### src/rtl/uart_pkg.sv
// Shared types and defaults for the UART receive controller.
// The parity-drop build option (UART_RX_CTRL_PERR_DROP_EN) is handled in uart_rx_ctrl.
package uart_pkg;

    localparam int UART_RX_FIFO_DEPTH_DEF    = 16;
    localparam int UART_RX_RTS_THRESHOLD_DEF = 12;

    // Receive handshake controller states
    typedef enum logic [1:0] {
        IDLE     = 2'd0,
        CAPTURE  = 2'd1,
        ACK      = 2'd2,
        WAIT_LOW = 2'd3
    } rx_ctrl_state_e;

    // One FIFO entry: parity flag in the MSB, character below it
    typedef struct packed {
        logic       perr;
        logic [7:0] data;
    } rx_entry_t;

endpackage

### src/rtl/uart_rx_fifo.sv
// Synchronous 9-bit receive FIFO. The caller gates push/pop, so both are
// trusted here; a push and a pop in the same cycle leave the level unchanged.
// Storage is not reset, only the pointers and the level.
module uart_rx_fifo
    import uart_pkg::*;
#(
    parameter  int DEPTH = UART_RX_FIFO_DEPTH_DEF,
    localparam int AW    = $clog2(DEPTH),
    localparam int LW    = AW + 1
) (
    input  logic          clk,
    input  logic          reset_n,
    input  logic          push,
    input  rx_entry_t     wdata,
    input  logic          pop,
    output rx_entry_t     rdata,
    output logic [LW-1:0] level,
    output logic          empty,
    output logic          full
);

    rx_entry_t       mem [DEPTH];
    logic [AW-1:0]   wr_ptr;
    logic [AW-1:0]   rd_ptr;

    // Storage write; contents survive reset, which only loses them logically
    always_ff @(posedge clk) begin
        if (push) mem[wr_ptr] <= wdata;
    end

    // Pointers wrap naturally because DEPTH is a power of two
    always_ff @(posedge clk or negedge reset_n) begin
        if (!reset_n) begin
            wr_ptr <= '0;
            rd_ptr <= '0;
            level  <= '0;
        end else begin
            if (push) wr_ptr <= wr_ptr + AW'(1);
            if (pop)  rd_ptr <= rd_ptr + AW'(1);
            case ({push, pop})
                2'b10:   level <= level + LW'(1);
                2'b01:   level <= level - LW'(1);
                default: level <= level;
            endcase
        end
    end

    assign rdata = mem[rd_ptr];
    assign empty = (level == '0);
    assign full  = (level == LW'(DEPTH));

endmodule

### src/rtl/uart_rx_ctrl.sv
// UART receive controller: takes frames from the receiver with a done/ack
// handshake, queues them in uart_rx_fifo, and drives overrun, RTS and IRQ.
// Define UART_RX_CTRL_PERR_DROP_EN to acknowledge but discard frames with a
// parity error (rd_perr_o then tied low).
module uart_rx_ctrl
    import uart_pkg::*;
#(
    parameter  int FIFO_DEPTH    = UART_RX_FIFO_DEPTH_DEF,
    parameter  int RTS_THRESHOLD = UART_RX_RTS_THRESHOLD_DEF,
    localparam int LW            = $clog2(FIFO_DEPTH) + 1
) (
    input  logic          clk,
    input  logic          reset_n,
    input  logic          rx_done_i,
    input  logic [7:0]    rx_data_i,
    input  logic          rx_parity_err_i,
    output logic          rx_ack_o,
    input  logic          rd_en_i,
    output logic [7:0]    rd_data_o,
    output logic          rd_perr_o,
    output logic [LW-1:0] level_o,
    output logic          empty_o,
    output logic          full_o,
    output logic          overrun_o,
    input  logic          clr_overrun_i,
    output logic          rts_n_o,
    output logic          irq_o
);

    rx_ctrl_state_e state_q, state_d;
    logic           accept_frame;
    logic           push;
    logic           pop;
    logic           overrun_set;
    rx_entry_t      wdata;
    rx_entry_t      head;

`ifdef UART_RX_CTRL_PERR_DROP_EN
    assign accept_frame = !rx_parity_err_i;
    assign wdata        = '{perr: 1'b0, data: rx_data_i};
    assign rd_perr_o    = 1'b0;
`else
    assign accept_frame = 1'b1;
    assign wdata        = '{perr: rx_parity_err_i, data: rx_data_i};
    assign rd_perr_o    = head.perr;
`endif

    assign rd_data_o = head.data;

    // State register
    always_ff @(posedge clk or negedge reset_n) begin
        if (!reset_n) state_q <= IDLE;
        else          state_q <= state_d;
    end

    // Next state plus push/pop/overrun decisions; a pop in the capture cycle
    // frees a slot, so a full FIFO still accepts the frame
    always_comb begin
        state_d     = state_q;
        pop         = rd_en_i && !empty_o;
        push        = 1'b0;
        overrun_set = 1'b0;
        rx_ack_o    = 1'b0;
        case (state_q)
            IDLE: begin
                if (rx_done_i) state_d = CAPTURE;
            end
            CAPTURE: begin
                if (accept_frame) begin
                    if (!full_o || pop) push = 1'b1;
                    else                overrun_set = 1'b1;
                end
                state_d = ACK;
            end
            ACK: begin
                rx_ack_o = 1'b1;
                state_d  = WAIT_LOW;
            end
            WAIT_LOW: begin
                if (!rx_done_i) state_d = IDLE;
            end
            default: state_d = IDLE;
        endcase
    end

    // Sticky overrun; a new overrun beats a clear in the same cycle
    always_ff @(posedge clk or negedge reset_n) begin
        if (!reset_n)          overrun_o <= 1'b0;
        else if (overrun_set)  overrun_o <= 1'b1;
        else if (clr_overrun_i) overrun_o <= 1'b0;
    end

    // RTS with one entry of hysteresis below the threshold
    always_ff @(posedge clk or negedge reset_n) begin
        if (!reset_n)                                rts_n_o <= 1'b0;
        else if (level_o >= LW'(RTS_THRESHOLD))      rts_n_o <= 1'b1;
        else if (level_o <  LW'(RTS_THRESHOLD - 1))  rts_n_o <= 1'b0;
    end

    // Registered interrupt: data waiting or a frame was lost
    always_ff @(posedge clk or negedge reset_n) begin
        if (!reset_n) irq_o <= 1'b0;
        else          irq_o <= !empty_o || overrun_o;
    end

    uart_rx_fifo #(
        .DEPTH (FIFO_DEPTH)
    ) u_fifo (
        .clk     (clk),
        .reset_n (reset_n),
        .push    (push),
        .wdata   (wdata),
        .pop     (pop),
        .rdata   (head),
        .level   (level_o),
        .empty   (empty_o),
        .full    (full_o)
    );

endmodule

### config.mk
export PLATFORM = sky130hd
export DESIGN_NAME = uart_rx_ctrl
export DESIGN_NICKNAME = d
export VERILOG_FILES = /design/src/rtl/uart_pkg.sv /design/src/rtl/uart_rx_fifo.sv /design/src/rtl/uart_rx_ctrl.sv
export SDC_FILE = /design/constraint.sdc
export NUM_CORES = 1
export LEC_CHECK = 0
export BUFFER_PORTS_ARGS = -buffer_cell sky130_fd_sc_hd__buf_2
export CORE_ASPECT_RATIO = 1.2
export CORE_MARGIN = 5
export CORE_UTILIZATION = 42
export DETAILED_ROUTE_END_ITERATION = 8
export GPL_TIMING_DRIVEN = 0
export MAX_ROUTING_LAYER = met4
export PLACE_DENSITY = 0.56
export SLEW_MARGIN = 30
export SYNTH_ARGS = -nofsm -noshare
export SYNTH_HDL_FRONTEND = slang
export SYNTH_SLANG_ARGS = --single-unit
### constraint.sdc
create_clock -name clk -period 4.1 [get_ports clk]
set_clock_uncertainty 0.15 [all_clocks]
set_input_delay 0.82 -clock clk [delete_from_list [all_inputs] [get_ports clk]]
set_output_delay 0.82 -clock clk [all_outputs]
set_load 0.02 [all_outputs]
==> impl_metrics.toml, run 1 <==
[timing]
layout_setup_ws_ns = 0.361
rsz0062_at_grt = "no"
max_slew_margin_pct = 36.9
slew_viol_final = 0
setup_viol = 0
max_freq_mhz = 267
hold_slack_ns = 0.212
hold_violations = 0
setup-tns-final_ns = 0
tightest_slew_ns = 0.942
finalCriticalPeriod_ns = 3.74
min_period_over_period_pct = 91.2

[synth]
yosysSeqAreaShare_pct = 71.8
yosysTopAreaCellShare_pct = 65.0
avgSynthCellArea_um2 = 19.6
synthesis.nets = 368
ys_seq_elements = 162
synth_commonest_cells = "edfxtp_1 (144), mux4_2 (45), dfrtp_1 (18), nor2_1 (18), ha_1 (13)"
ys.flop_type = "edfxtp_1"
synthCells = 340
synth_area_leaders = "edfxtp_1 (65%), mux4_2 (15%), dfrtp_1 (6.8%), ha_1 (2.4%), nor2_1 (1.0%)"
synth_edf_count = 144
synth.most_common_cell = "edfxtp_1"
synth_area_mm2 = 0.00665
postSynth.asyncResetShare_pct = 11.1
ys_warn_count = 0
ys_types = 38
synth_top_area_cell = "edfxtp_1"

[finish]
num_antenna_cells = 0
final_cells = 616
syn_to_final_growth_pct = 15.1
drive_above_1_share_pct = 32.4
nets = 423

[place]
post-place-ws_ns = 0.725
gp_congestion = 0.801
dp_cells = 584
hpwlAfterDp_um = 9070
io_buffers = 32

[power_and_ir_drop]
switching_share_pct = 33.2
power_density_mw_per_mm2 = 714
seqPwrFrac_pct = 38.6
peakVddDrop_mv = 0.391
cell_internal_pwr_uw = 3660
power.share.clock_pct = 25.4
p_leak_uw = 0.00259
power_switching_uw = 1810
combPwrFrac_pct = 36.0

[global_routing]
gr-usage-all-layers_pct = 16.0
overflow = 0
antenna_found_initial = 0
grt_pass1_wl_um = 21100
grt_pass1_vias = 3598
grt_max_degree = 19

[die]
core_mm2 = 0.0156
initial_core_util_pct = 42.7
die_area_mm2 = 0.0185
io_pins = 34
die_w_um = 125
die_h_um = 148
rows = 50

[setup_path]
cp.arrival_ns = 2.77
worstRegToRegCells = 6
worstSetupEndpointType = "output port"
required_ns = 3.13
crit_type = "register to output port"
cp-start-kind = "register"
rrSetupSlack_ns = 0.98
crit_fanout = 10

[routing]
vias = 3296
drt_first_pass_iters = 4
routed_wl_um = 13600
drt_iter0_drc = 241
drcViolationCount = 0
viasPerCell = 5.35
ant_nets = 0
wire_per_inst_um = 22.1

[clock_tree]
cts_sinks = 162
cts_hold_buf = 0
cts.repair.resized = 0
clk_pin_slew_worst_paths_ns = 0.06
cts_buffers = 17
ctsLongestPathBuffers = 2
insertion_delay_ns = 0.41
cts-root-buf = "clkbuf_16"
tritoncts = "built"
cts_setup_buffers = 0
htree_levels = 4

[status]
status = "finished, final reports clean"

[min_path]
min-delay-path-class = "input port to asynchronous set/reset pin"

[job]
drv_cap = 0
==> logic make-up (layout without fill, tap and decap cells) <==
kind of cell / count (synthesis) / count (layout) / synth area share, %
DFF: 162 / 162 / 71.8
xor gates and xnor gates: 10 / 10 / 1.32
buffers and inverters: 26 / 94 / 1.86
adders and majority gates: 14 / 14 / 2.75
AOI/OAI and AO/OA: 25 / 25 / 2.52
muxes: 49 / 49 / 15.9
and+or+nand+nor: 54 / 54 / 3.91
==> flip-flops by register name, summed over array words and instances (netlist names) <==
name,count
u_fifo.level,5
u_fifo.mem,144
u_fifo.wr_ptr,4
state_q,2
rts_n_o,1
overrun_o,1
irq_o,1
u_fifo.rd_ptr,4
==> power groups by stage <==
stage	logic (uW)	clock network (uW)	registers, uW
2_1_floorplan	1390	0	2160
3_3_place_gp	1950	0	2140
3_5_place_dp	2010	0	2140
4_1_cts	2020	1420	2110
5_1_grt	2150	1490	2130
6_report	1970	1390	2110
==> placed cells by master (no fill, tap or decap), types with 2 or more instances in the layout <==
master,synthesis,routed
edfxtp_1,144,144
mux4_2,45,45
buf_2,3,35
dfrtp_1,18,18
clkbuf_16,0,17
ha_1,13,13
clkbuf_1,5,11
inv_1,11,11
nand2_1,11,11
nor2_1,18,9
nor2_2,0,9
nand3_1,9,9
o21ai_0,8,8
nor2b_1,5,5
xor2_1,5,5
xnor2_1,5,5
buf_1,4,4
nor3_2,0,4
a21oi_1,4,4
clkinv_2,0,4
buf_4,0,4
buf_6,3,3
nand2b_1,2,2
mux2_2,2,2
mux2i_1,2,2
a31oi_1,2,2
o211ai_1,2,2
clkbuf_8,0,2
clkinvlp_4,0,2
==> metrics by stage <==
stage	total power, uW	cell area (um^2)	util (%)
after floorplan	3540	6650	-
after detailed placement	4150	7140	45.8
final	5470	7660	49.2
after global routing	5780	7660	49.2
after global placement	4090	7070	45.4
after CTS	5550	7650	49.1
==> per-layer routing <==
metal / global-route usage, % / up-vias / share of wire (%)
li1: - / 1472 / -
met1: 18.7 / 1763 / 42
met2: 28.7 / 51 / 55
met3: 3.22 / 10 / 2.0
met4: 3.74 / 0 / 0.86
met5: - / - / 0
==> path summary, 6_finish.rpt <==
| path | startpoint | to |
|---|---|---|
| min reg2reg | overrun_o | irq_o |
| max | u_fifo.rd_ptr[1] | rd_data_o[0] |
| min in group clk | overrun_o | irq_o |
| max in group asynchronous | reset_n | u_fifo.rd_ptr[1] |
| min | reset_n | rts_n_o |
| max reg2reg | state_q[1] | u_fifo.mem[14][5] |
==> cell type report <==
cell class                 instances  area (um^2)
timing repair buffer              36          190
multi-input combinational        152         1800
tap                              208          260
sequential                       162         4770
buffer                            15         82.6
inverter                          11         41.3
clock buffer                      25          475
fill                            1311         7920
clock inverter                     7         38.8
==> critical path, cell delays in order, from the launching register on <==
cell and delay (ns):
dfrtp_1 0.36, buf_2 0.30, buf_1 0.58, mux4_2 0.43, mux4_2 0.52, buf_2 0.18
No activity file was read; power rests on OpenSTA's default activity.
==> inputs of run 2 (changes only) <==
--- a/config.mk
+++ b/config.mk
@@ -5,6 +5,7 @@
 export SDC_FILE = /design/constraint.sdc
 export NUM_CORES = 1
 export LEC_CHECK = 0
+export ABC_AREA = 1
 export BUFFER_PORTS_ARGS = -buffer_cell sky130_fd_sc_hd__buf_2
 export CORE_ASPECT_RATIO = 1.2
 export CORE_MARGIN = 5
==> run 2 against run 1 <==
  * Non-clock buffer count increased by 9
  * Register-to-register slack improved by 0.63 ns
  * Critical path depth increased by 2
  * Area after synthesis increased by 2.8%
  * Via count increased by 36%
  * Fmax increased by 11%
  * Clock-buffer cell count decreased by 8
  * Die area increased by 2.6%
  * Final cell count increased by 34%
  * Clock power increased by 17%
  * Sequential power decreased by 2%
  * Critical endpoint is now rd_perr_o
==> impl_metrics.toml, run 2 <==
[setup_path]
rrSetupSlack_ns = 1.61
cp-start-kind = "register"
required_ns = 3.13
worstPathCellList = "buf_6 > clkbuf_1 > o21ai_0 > o211ai_1 > nand3_1 > nand2_1 > buf_2"
crit_type = "register to output port"
worstSetupEndpointType = "output port"
slowest_stage = "clkbuf_1"
critPathTopFamily = "buffers and inverters"
critical_path_buf_inv_count = 3
crit_fanout = 10
cp.arrival_ns = 2.41
cp_slowest_stage_delay_ns = 0.45

[routing]
vias = 4478
ant_nets = 0
drcViolationCount = 0
wire_per_inst_um = 22.0
drt_first_pass_iters = 6
routed_wl_um = 18100
drt_iter0_drc = 342
viasPerCell = 5.43

[finish]
drive_above_1_share_pct = 17.6
final_cell_area_mm2 = 0.00789
nets = 628
most-common-layout-cells = "edfxtp_1 (144), nor2_1 (93), o21ai_0 (58)"
nFillCells = 1418
reg_top3 = "u_fifo.mem x144, u_fifo.level x5"
num_antenna_cells = 0
top_register = "u_fifo.mem"
syn_to_final_growth_pct = 15.3
layout_commonest_cell = "edfxtp_1"
largest_reg_flops = 144

[global_routing]
gr-usage-all-layers_pct = 20.5
antenna_found_initial = 0
grt_pass1_wl_um = 27100
grt_max_degree = 19
overflow = 0
grt_pass1_vias = 4393

[synth]
postSynth.asyncResetShare_pct = 11.1
synth_commonest_cells = "edfxtp_1 (144), nor2_1 (101), o21ai_0 (58)"
ys_types = 34
synth_area_mm2 = 0.00684
ys.flop_type = "edfxtp_1"
ys_seq_elements = 162
synth_edf_count = 144
synthesis.nets = 576
synth.most_common_cell = "edfxtp_1"
yosysSeqAreaShare_pct = 69.8
synth_top_area_cell = "edfxtp_1"
avgSynthCellArea_um2 = 12.5
yosysTopAreaCellShare_pct = 63.2
ys_warn_count = 0
synth_area_leaders = "edfxtp_1 (63%), dfrtp_1 (6.6%), nor2_1 (5.5%), o21ai_0 (4.2%), o211ai_1 (4.0%)"
synthCells = 548

[clock_tree]
tritoncts = "built"
ctsLongestPathBuffers = 2
cts_sinks = 162
cts_hold_buf = 0
clk_pin_slew_worst_paths_ns = 0.06
cts_setup_buffers = 0
htree_levels = 4
insertion_delay_ns = 0.43
cts_buffers = 17
cts.repair.resized = 0
cts-root-buf = "clkbuf_16"

[die]
rows = 51
die_area_mm2 = 0.0189
core_mm2 = 0.0161
die_w_um = 127
initial_core_util_pct = 42.4
die_h_um = 150
io_pins = 34

[timing]
max_freq_mhz = 296
max_slew_margin_pct = 34.0
setup-tns-final_ns = 0
rsz0062_at_grt = "no"
setup_viol = 0
finalCriticalPeriod_ns = 3.38
slew_viol_final = 0
tightest_slew_ns = 0.987
min_period_over_period_pct = 82.4
hold_violations = 0

[power_and_ir_drop]
peakVddDrop_mv = 0.387
power_density_mw_per_mm2 = 767
p_leak_uw = 0.00282

[min_path]
min-delay-path-class = "input port to asynchronous set/reset pin"

[place]
hpwlAfterDp_um = 12200
io_buffers = 33
gp_congestion = 0.890
placedInstanceArea_mm2 = 0.00729

[status]
status = "finished, final reports clean"

[job]
drv_cap = 0
==> run 2: final timing paths <==
path                                   from                 to  cells after the start
setup / recovery           u_fifo.rd_ptr[0]          rd_perr_o                      7
hold / removal                      reset_n    u_fifo.level[1]                      1
setup reg to reg                 state_q[1]  u_fifo.mem[13][2]                      6
hold reg to reg                   overrun_o              irq_o                      2
max in group asynchronous           reset_n         state_q[1]                      1
min in group clk                  overrun_o              irq_o                      2
==> run 2: logic make-up (layout without fill, tap and decap cells) <==
group | Yosys count | after routing | synth area share, %
XOR/XNOR | 9 | 9 | 1.26
multiplexers | 1 | 1 | 0.165
flip-flops | 162 | 162 | 69.8
buffers and inverters | 59 | 123 | 4.13
adder cells (fa/ha/maj) | 14 | 14 | 2.67
AND/OR/NAND/NOR | 172 | 172 | 10.9
AO/OA/AOI/OAI | 131 | 131 | 11.1
==> run 2: through the flow <==
stage	std cells	hold slack [ns]	utilization [%]	setup WS [ns]	power, uW
5_1_grt	824	0.199	48.8	0.617	6380
6_report	824	0.189	48.8	0.720	6050
2_1_floorplan	548	0.374	-	1.83	3610
3_5_place_dp	793	0.330	45.1	1.19	4460
3_3_place_gp	793	0.312	45.0	1.16	4420
4_1_cts	824	0.189	48.8	0.729	6070
==> run 2: power by group <==
group | switching (uW) | internal, uW
clock network | 622 | 1000
logic | 1650 | 711
registers | 97.0 | 1970
total | 2360 | 3680
==> run 2: layout make-up <==
cell class              instances  area, um^2  share of cell area (%)
well taps                     212         265                    3.36
inverters                      32         123                    1.55
plain buffers                  27         160                    2.03
repair buffers                 33         165                    2.09
clock buffers                  17         425                    5.39
multi-input cells             327        1800                    22.9
flip-flops and latches        162        4770                    60.5
clock inverters                14         170                    2.16
==> run 2: routing by layer <==
metal	global-route usage [%]	routed length, um	vias up	share of wire (%)
met3	5.25	1070	31	5.9
li1	-	-	2064	-
met1	26.0	7750	2227	43
met4	8.10	551	0	3.0
met5	-	0	-	0
met2	31.8	8740	156	48
==> inputs of run 3 (changes only) <==
--- a/config.mk
+++ b/config.mk
@@ -13,7 +13,7 @@
 export DETAILED_ROUTE_END_ITERATION = 8
 export GPL_TIMING_DRIVEN = 0
 export MAX_ROUTING_LAYER = met4
-export PLACE_DENSITY = 0.56
+export PLACE_DENSITY = 0.58
 export SLEW_MARGIN = 30
 export SYNTH_ARGS = -nofsm -noshare
 export SYNTH_HDL_FRONTEND = slang
==> constraint.sdc (replaced) <==
create_clock -name clk -period 2.8 [get_ports clk]
set_clock_uncertainty 0.15 [all_clocks]
set_input_delay 0.56 -clock clk [delete_from_list [all_inputs] [get_ports clk]]
set_output_delay 0.56 -clock clk [all_outputs]
set_load 0.02 [all_outputs]
==> run 3 against run 2 <==
  * Via count decreased by 1.5%
  * Clock power rose by 57%
  * Global-route usage fell by 0.34 points
  * The flow now finishes with violations (setup timing)
  * Sequential power grew 47%
  * Core utilization increased by 1.3 points
==> impl_metrics.toml, run 3 (same netlist as run 2, synthesis figures left out) <==
[status]
status = "complete, but fails checks"
violations = "setup timing"

[finish]
most-common-layout-cells = "edfxtp_1 (144), nor2_1 (99), o21ai_0 (54)"
largest_reg_flops = 144
final_cell_area_mm2 = 0.00810
reg_top3 = "u_fifo.mem x144, u_fifo.level x5"
syn_to_final_growth_pct = 18.4
num_antenna_cells = 0
layout_commonest_cell = "edfxtp_1"
top_register = "u_fifo.mem"
finalCoreUtilization_pct = 50.2
nets = 633
drive_above_1_share_pct = 20.2

[place]
io_buffers = 33
gp_congestion = 0.991
hpwlAfterDp_um = 12300
placedInstanceArea_mm2 = 0.00727

[routing]
drcViolationCount = 0
viasPerCell = 5.31
wire_per_inst_um = 21.7
routed_wl_um = 18000
drt_iter0_drc = 424
drt_first_pass_iters = 5
vias = 4409
ant_nets = 0

[global_routing]
overflow = 0
grt_pass1_wl_um = 26700
grt_pass1_vias = 4313
grt_max_degree = 19
gr-usage-all-layers_pct = 20.2
antenna_found_initial = 0

[die]
io_pins = 34
die_w_um = 127
core_mm2 = 0.0161
die_h_um = 150
rows = 51
die_area_mm2 = 0.0189
initial_core_util_pct = 42.4

[min_path]
hp-start = "clr_overrun_i"
min-delay-path-class = "input port to register"

[power_and_ir_drop]
power_density_mw_per_mm2 = 1160
power_switching_uw = 3560
p_leak_uw = 0.00293
power.share.clock_pct = 27.0
switching_share_pct = 37.9
peakVddDrop_mv = 0.596
seqPwrFrac_pct = 32.4
combPwrFrac_pct = 40.6
cell_internal_pwr_uw = 5840

[timing]
max_freq_mhz = 341
max_slew_margin_pct = 37.7
slew_viol_final = 0
hold_violations = 0
finalCriticalPeriod_ns = 2.93
layout_setup_ws_ns = -0.129
min_period_over_period_pct = 105
rsz0062_at_grt = "yes"
tightest_slew_ns = 0.931
setup-tns-final_ns = -0.557
setup_viol = 9

[job]
drv_cap = 0

[clock_tree]
tritoncts = "built"
cts_buffers = 17
insertion_delay_ns = 0.43
ctsLongestPathBuffers = 2
cts-root-buf = "clkbuf_16"
htree_levels = 4
clk_pin_slew_worst_paths_ns = 0.06
cts_sinks = 162

[setup_path]
crit_type = "register to output port"
r2r-start = "state_q[1]"
crit_fanout = 8
required_ns = 2.09
critPathLaunch = "u_fifo.rd_ptr[0]"
cp.arrival_ns = 2.22
cp-start-kind = "register"
worstSetupEndpointType = "output port"
## run 3: cell count changes in the layout (fill, tap and decap cells not counted), moves of 5 or more
cell	previous run	this run
buf_2	40	28
buf_6	3	10
nand2_1	28	23
nor2_2	20	13
clkbuf_2	1	6
nand2_2	1	6
buf_4	4	9
nor2_1	93	99
## run 3: final timing paths
check | end | slack (ns) | cells past startpoint
max in group asynchronous | u_fifo.rd_ptr[1] | 1.71 | 2
worst max register to register | u_fifo.mem[0][7] | 0.33 | 6
worst max-delay path | rd_data_o[0] | -0.13 | 9
worst min register to register | irq_o | 0.35 | 2
worst min-delay path | overrun_o | 0.17 | 2
min in group asynchronous | u_fifo.level[2] | 0.45 | 2
## run 3: critical path, stage by stage, from the launching register on
cell and delay (ns):
dfrtp_1 0.42, buf_6 0.16, inv_4 0.06, buf_12 0.13, buf_8 0.13, o21ai_2 0.06
o211ai_1 0.45, nand3_1 0.15, nand2_1 0.12, buf_6 0.12
## run 3: per-stage QoR
stage / cells / worst slack (ns) / hold WS [ns] / power (uW)
floorplan: 548 / 0.597 / 0.114 / 5290
global placement: 793 / 0.131 / 0.315 / 6470
detailed placement: 793 / 0.110 / 0.340 / 6500
CTS: 830 / -0.126 / 0.153 / 9340
global route: 830 / -0.172 / 0.171 / 9860
finish: 830 / -0.129 / 0.166 / 9400
## run 3: timing repair
| item | 4_1_cts | 5_1_grt |
|---|---|---|
| cloned | 1 | 0 |
| pin swaps | 16 | 21 |
| gates resized for setup | 37 | 19 |
| buffers inserted | 3 | 1 |
| hold endpoints to repair | 18 | 0 |
| hold buffers | 1 | 0 |
| setup endpoints to repair | 9 | 9 |
## run 3: cell type report
type	count	area [um^2]
Multi-Input combinational cell	327	1820
Buffer	26	203
Sequential cell	162	4780
Inverter	32	125
Fill cell	1398	8050
Tap cell	212	265
Clock inverter	10	181
Timing Repair Buffer	39	264
Clock buffer	22	464
## run 3: power groups by stage
stage | logic, uW | registers (uW) | clock network (uW)
final | 3810 | 3040 | 2540
after CTS | 3740 | 3040 | 2570
after global placement | 3400 | 3070 | 0
after global routing | 4110 | 3070 | 2680
after detailed placement | 3420 | 3080 | 0
after floorplan | 2190 | 3100 | 0
## run 3: metal layers
layer | global-route usage (%) | routed length (um) | part of all wire, %
met1 | 26.1 | 7810 | 43
met2 | 30.7 | 8480 | 47
met4 | 9.23 | 693 | 3.8
met5 | - | 0 | 0
met3 | 4.32 | 1030 | 5.7
